===== src/rtl/pipeline_pkg.sv =====
// Shared pipeline control definitions: forwarding select codes, hazard FSM
// state encoding and the hard-wired zero register index.
package pipeline_pkg;

  localparam logic [1:0] FWD_REG   = 2'b00;
  localparam logic [1:0] FWD_EXMEM = 2'b01;
  localparam logic [1:0] FWD_MEMWB = 2'b10;

  localparam logic [4:0] REG_ZERO  = 5'd0;

  typedef enum logic {
    ST_RUN   = 1'b0,
    ST_STALL = 1'b1
  } hz_state_e;

endpackage : pipeline_pkg


===== src/rtl/fwd_sel.sv =====
// Operand forwarding select for one EX-stage source register.
// The younger producer in EX/MEM takes priority over MEM/WB.
module fwd_sel
  import pipeline_pkg::*;
(
  input  logic [4:0] src,
  input  logic       ex_mem_RegWrite,
  input  logic [4:0] ex_mem_reg_dest,
  input  logic       mem_wb_RegWrite,
  input  logic [4:0] mem_wb_reg_dest,
  output logic [1:0] sel
);

  logic ex_mem_hit;
  logic mem_wb_hit;

  assign ex_mem_hit = ex_mem_RegWrite && (ex_mem_reg_dest != REG_ZERO) &&
                      (ex_mem_reg_dest == src);
  assign mem_wb_hit = mem_wb_RegWrite && (mem_wb_reg_dest != REG_ZERO) &&
                      (mem_wb_reg_dest == src);

  always_comb begin
    // NOTE: every always_comb output gets a default first so no path leaves it unassigned (no latch).
    sel = FWD_REG;
    if (ex_mem_hit)      sel = FWD_EXMEM;
    else if (mem_wb_hit) sel = FWD_MEMWB;
  end

endmodule : fwd_sel


===== src/rtl/ex_hazard_ctrl.sv =====
// Execute-stage hazard controller: operand forwarding, load-use stall
// sequencing, taken-branch flushes and saturating debug event counters.
module ex_hazard_ctrl
  import pipeline_pkg::*;
#(
  parameter int LOAD_STALL_CYCLES = 1,
  parameter int CNT_W             = 16
) (
  input  logic             clock,
  input  logic             reset,
  input  logic [4:0]       if_id_rs,
  input  logic [4:0]       if_id_rt,
  input  logic [4:0]       id_ex_rs,
  input  logic [4:0]       id_ex_rt,
  input  logic             id_ex_MemRead,
  input  logic [4:0]       id_ex_reg_dest,
  input  logic             ex_mem_RegWrite,
  input  logic [4:0]       ex_mem_reg_dest,
  input  logic             mem_wb_RegWrite,
  input  logic [4:0]       mem_wb_reg_dest,
  input  logic             ex_mem_Branch,
  input  logic             ex_mem_zero,
  output logic [1:0]       ForwardA,
  output logic [1:0]       ForwardB,
  output logic             pc_write,
  output logic             if_id_write,
  output logic             id_ex_bubble,
  output logic             flush_if_id,
  output logic             flush_id_ex,
  output logic             flush_ex_mem,
  output logic             pc_src,
  output logic [CNT_W-1:0] stall_count,
  output logic [CNT_W-1:0] flush_count
);

  localparam logic [2:0]       STALL_EXTRA = 3'(LOAD_STALL_CYCLES - 1);
  localparam logic [CNT_W-1:0] CNT_ONE     = CNT_W'(1);
  localparam logic [CNT_W-1:0] CNT_MAX     = '1;

  hz_state_e  state, state_nxt;
  logic [2:0] rem, rem_nxt;
  logic       hz, bt;
  logic       stall_inc, flush_inc;
  logic [1:0] fwd_a_raw, fwd_b_raw;

  fwd_sel u_fwd_a (
    .src             (id_ex_rs),
    .ex_mem_RegWrite (ex_mem_RegWrite),
    .ex_mem_reg_dest (ex_mem_reg_dest),
    .mem_wb_RegWrite (mem_wb_RegWrite),
    .mem_wb_reg_dest (mem_wb_reg_dest),
    .sel             (fwd_a_raw)
  );

  fwd_sel u_fwd_b (
    .src             (id_ex_rt),
    .ex_mem_RegWrite (ex_mem_RegWrite),
    .ex_mem_reg_dest (ex_mem_reg_dest),
    .mem_wb_RegWrite (mem_wb_RegWrite),
    .mem_wb_reg_dest (mem_wb_reg_dest),
    .sel             (fwd_b_raw)
  );

  assign hz = id_ex_MemRead && (id_ex_reg_dest != REG_ZERO) &&
              ((id_ex_reg_dest == if_id_rs) || (id_ex_reg_dest == if_id_rt));
  assign bt = ex_mem_Branch && ex_mem_zero;

  always_comb begin
    state_nxt    = state;
    rem_nxt      = rem;
    stall_inc    = 1'b0;
    flush_inc    = 1'b0;
    ForwardA     = fwd_a_raw;
    ForwardB     = fwd_b_raw;
    pc_write     = 1'b1;
    if_id_write  = 1'b1;
    id_ex_bubble = 1'b0;
    flush_if_id  = 1'b0;
    flush_id_ex  = 1'b0;
    flush_ex_mem = 1'b0;
    pc_src       = 1'b0;

    if (reset) begin
      // Hold the whole pipeline quiescent while reset is asserted.
      ForwardA     = FWD_REG;
      ForwardB     = FWD_REG;
      pc_write     = 1'b0;
      if_id_write  = 1'b0;
      id_ex_bubble = 1'b1;
      flush_if_id  = 1'b1;
      flush_id_ex  = 1'b1;
      flush_ex_mem = 1'b1;
    end else if (bt) begin
      // A taken branch overrides both a fresh hazard and a stall in progress.
      pc_src       = 1'b1;
      flush_if_id  = 1'b1;
      flush_id_ex  = 1'b1;
      flush_ex_mem = 1'b1;
      flush_inc    = 1'b1;
      state_nxt    = ST_RUN;
      rem_nxt      = 3'd0;
    end else if (state == ST_STALL || hz) begin
      pc_write     = 1'b0;
      if_id_write  = 1'b0;
      id_ex_bubble = 1'b1;
      stall_inc    = 1'b1;
      if (state == ST_STALL) begin
        rem_nxt = rem - 3'd1;
        if (rem == 3'd1) state_nxt = ST_RUN;
      end else if (LOAD_STALL_CYCLES > 1) begin
        state_nxt = ST_STALL;
        rem_nxt   = STALL_EXTRA;
      end
    end
  end

  // NOTE: sequential state uses non-blocking assignments so all registers update from pre-edge values.
  always_ff @(posedge clock) begin
    if (reset) begin
      state       <= ST_RUN;
      rem         <= 3'd0;
      stall_count <= '0;
      flush_count <= '0;
    end else begin
      state <= state_nxt;
      rem   <= rem_nxt;
      if (stall_inc && stall_count != CNT_MAX) stall_count <= stall_count + CNT_ONE;
      if (flush_inc && flush_count != CNT_MAX) flush_count <= flush_count + CNT_ONE;
    end
  end

endmodule : ex_hazard_ctrl


===== config.mk =====
export PLATFORM = sky130hd
export DESIGN_NAME = ex_hazard_ctrl
export DESIGN_NICKNAME = d
export VERILOG_FILES = /design/src/rtl/pipeline_pkg.sv /design/src/rtl/fwd_sel.sv /design/src/rtl/ex_hazard_ctrl.sv
export SDC_FILE = /design/constraint.sdc
export NUM_CORES = 1
export LEC_CHECK = 0
export CORE_ASPECT_RATIO = 0.75
export CORE_MARGIN = 1
export CORE_UTILIZATION = 40
export DETAILED_ROUTE_END_ITERATION = 10
export PLACE_DENSITY = 0.77
export RECOVER_POWER = 25
export SYNTH_ARGS = -nofsm -noshare
export SYNTH_HDL_FRONTEND = slang
export SYNTH_SLANG_ARGS = --single-unit

===== constraint.sdc =====
create_clock -name clock -period 1.9 [get_ports clock]
set_clock_uncertainty 0.1 [all_clocks]
set_input_delay 0.38 -clock clock [delete_from_list [all_inputs] [get_ports clock]]
set_output_delay 0.38 -clock clock [all_outputs]
set_load 0.01 [all_outputs]

==> flow_metrics.env <==
export IMPL_status="finished, violations left"
export IMPL_violations="setup timing"
export IMPL_wl_mm=8.17
export IMPL_path_clk_slew_ns=0.07
export IMPL_cts_sinks=36
export IMPL_finalHoldViolations=0
export IMPL_root_buffer="clkbuf_8"
export IMPL_rsz0062_at_grt="true"
export IMPL_start_kind="input pin"
export IMPL_worstSkewPairLatency_ns=0.29
export IMPL_report_final_slew_viol_count=0
export IMPL_ys_seq_area_share_pct=33.0
export IMPL_synth_seq_cells=36
export IMPL_nets=472
export IMPL_hold_slack_ns=0.396
export IMPL_grt_usage_pct=28.8
export IMPL_cp_end_kind="primary output"
export IMPL_initial_core_util_pct=43.1
export IMPL_period_share_pct=121
export IMPL_drt_initial_drc_count=92
export IMPL_setup_slack_ns=-0.397
export IMPL_drive_gt1_share_pct=40.7
export IMPL_chipHeight_um=66.0
export IMPL_synthArstFlopShare_pct=0
export IMPL_p_total_mw=1.86
export IMPL_overflow=0
export IMPL_clk_path_buf_depth=2
export IMPL_cp_arrival_ns=1.82
export IMPL_netlist_area_um2=2180
export IMPL_required_ns=1.42
export IMPL_die_area_um2=5760
export IMPL_reg2reg_setup_slack_ns=-0.14
export IMPL_synth_top_cell_area_share_pct=33.0
export IMPL_ys_warn_count=0
export IMPL_grt_start_max_net_pins=18
export IMPL_critPathMaxFanout=2
export IMPL_drtPass1Iterations=4
export IMPL_ys_types=43
export IMPL_slew_limit_headroom_pct=74.4
export IMPL_postCtsHoldBufs=0
export IMPL_routed_top_layer="met5"
export IMPL_finalSetupViolCount=23
export IMPL_drc=0
export IMPL_htree_levels=2
export IMPL_routabilityCongestion=0.823
export IMPL_min_period_ns=2.30
export IMPL_tightest_slew_ns=0.384
export IMPL_die_x_um=87.3
export IMPL_syn_num_nets=307
export IMPL_synth_edff_count=0
export IMPL_cts_tree="done"
export IMPL_viasPerCell=5.31
export IMPL_wl_met3_um=471
export IMPL_drtAntennaViolNets=0
export IMPL_wl_met2_mm=4.01
export IMPL_grt_pass1_vias=2715
export IMPL_synthFlopType="dfxtp_1"
export IMPL_synthTopCellsByArea="dfxtp_1 33%, xnor2_1 9.6%, xor2_1 8.4%, nand3_1 4.8%, nor2_1 3.8%"
export IMPL_synthCells=261
export IMPL_grt_pass1_wl_mm=12.9
export IMPL_yosys_area_top_type="dfxtp_1"
export IMPL_area_growth_pct=87.4
export IMPL_wl_met1_mm=3.48
export IMPL_portBuffers=84
export IMPL_antennaDiodeCount=0
export IMPL_pwr_density_cell_nw_per_um2=455
export IMPL_crit_type="in2out"
export IMPL_ir_drop_mv=0.363
export IMPL_synth_most_common_cell="dfxtp_1"
export IMPL_rows=22
export IMPL_postSynthAreaPerCell_um2=8.37
export IMPL_max_freq_mhz=435
export IMPL_hp_class="reg2reg"
export IMPL_synth_common_cells="36 x dfxtp_1, 24 x xnor2_1, 22 x nor2_1"
export IMPL_cts_buffers=5
export IMPL_wl_per_cell_um=16.4
export IMPL_core_area_um2=5060
export IMPL_drv_cap=0
export IMPL_fin_util_pct=80.8
export IMPL_antenna_found_initial=1
export IMPL_io_pins=85
export IMPL_num_vias=2648
export IMPL_place_hpwl_mm=5.15
export IMPL_p_leak_nw=1.65
## worst max-delay path, stage by stage
cell and delay, ns:
buf_6 0.09, or4_4 0.51, o21a_1 0.21, a21oi_2 0.20, a21oi_2 0.07, or2_4 0.24
buf_6 0.12
## layer usage
layer / GRT usage, % / vias up
li1: - / 1266
met1: 35.7 / 1248
met2: 49.6 / 102
met3: 6.87 / 30
met4: 8.40 / 2
met5: 0 / -
## cells in the final DEF (no fill, tap or decap), types with 3 or more instances in the layout
master           count
dfxtp_1             34
inv_1                8
clkdlybuf4s15_1      4
mux2i_1              3
xor2_1              21
or4_4                5
buf_6               28
clkbuf_8             5
and3_1               5
nand2_1             13
ha_1                 4
clkdlybuf4s15_2      3
nand3_2              3
o21ai_0              6
buf_4               58
a21oi_2              9
clkdlybuf4s50_1     29
buf_2               17
o21ai_1              5
nor4_4               3
xnor2_1             19
xnor2_2              4
a21oi_1              8
nor2_1              20
nand4_1              8
or4_1                3
nand3_1             18
or3_1                5
or3_4                5
dlygate4sd3_1        4
dlygate4sd2_1       17
## final timing paths
path | cells past startpoint | endpoint | from
worst max register to register | 8 | stall_count[1]$_SDFFE_PP0P_ | stall_count[8]$_SDFFE_PP0P_
worst max-delay path | 7 | id_ex_bubble | id_ex_reg_dest[1]
worst min register to register | 2 | flush_count[13]$_SDFFE_PP0P_ | flush_count[13]$_SDFFE_PP0P_
worst min-delay path | 2 | flush_count[13]$_SDFFE_PP0P_ | flush_count[13]$_SDFFE_PP0P_
## through the flow
step	cells	setup slack [ns]	TNS, ns	instance area, um^2
CTS	490	-0.429	-2.74	3920
global placement	471	-1.09	-24.10	3550
global route	499	-0.453	-5.32	4090
floorplan	261	-0.167	-1.52	2210
detailed placement	471	-1.17	-25.66	3550
finish	499	-0.397	-3.98	4090
## cell type report
cell class                 instances  area [um^2]
clock inverter                     3         42.5
clock buffer                       5         68.8
sequential                        36          723
inverter                          10         37.5
timing repair buffer             167         1480
multi-input combinational        206         1650
fill                             341          973
tap                               72         90.1
## logic make-up (layout without fill, tap and decap cells)
| kind of cell | Yosys count | after routing | share of synthesized area, % |
|---|---|---|---|
| buf+inv | 20 | 185 | 5.04 |
| fa+ha+maj | 4 | 4 | 2.29 |
| mux | 4 | 4 | 2.06 |
| compound gates | 42 | 42 | 12.3 |
| flops | 36 | 36 | 33.0 |
| xor+xnor | 45 | 45 | 18.1 |
| simple gates | 110 | 111 | 27.2 |
## power breakdown
group	internal [mW]	switching, mW	total [mW]
sequential	0.756	0.00263	0.759
clock	0.388	0.294	0.682
combinational	0.235	0.183	0.419
total	1.38	0.480	1.86
## registers in the layout, indices dropped and copies added, names as in the netlist
| name | flops |
|---|---|
| flush_count | 16 |
| stall_count | 16 |
| rem | 3 |
| state | 1 |
## timing repair
| item | 4_1_cts | 5_1_grt |
|---|---|---|
| setup endpoints to repair | 34 | 32 |
| setup buffers | 10 | 10 |
| resized for setup | 193 | 30 |
| cloned | 2 | 0 |
| endpoints found under the hold margin | 0 | 0 |
| pin swaps | 46 | 22 |
No activity file was read; power rests on OpenSTA's default activity.
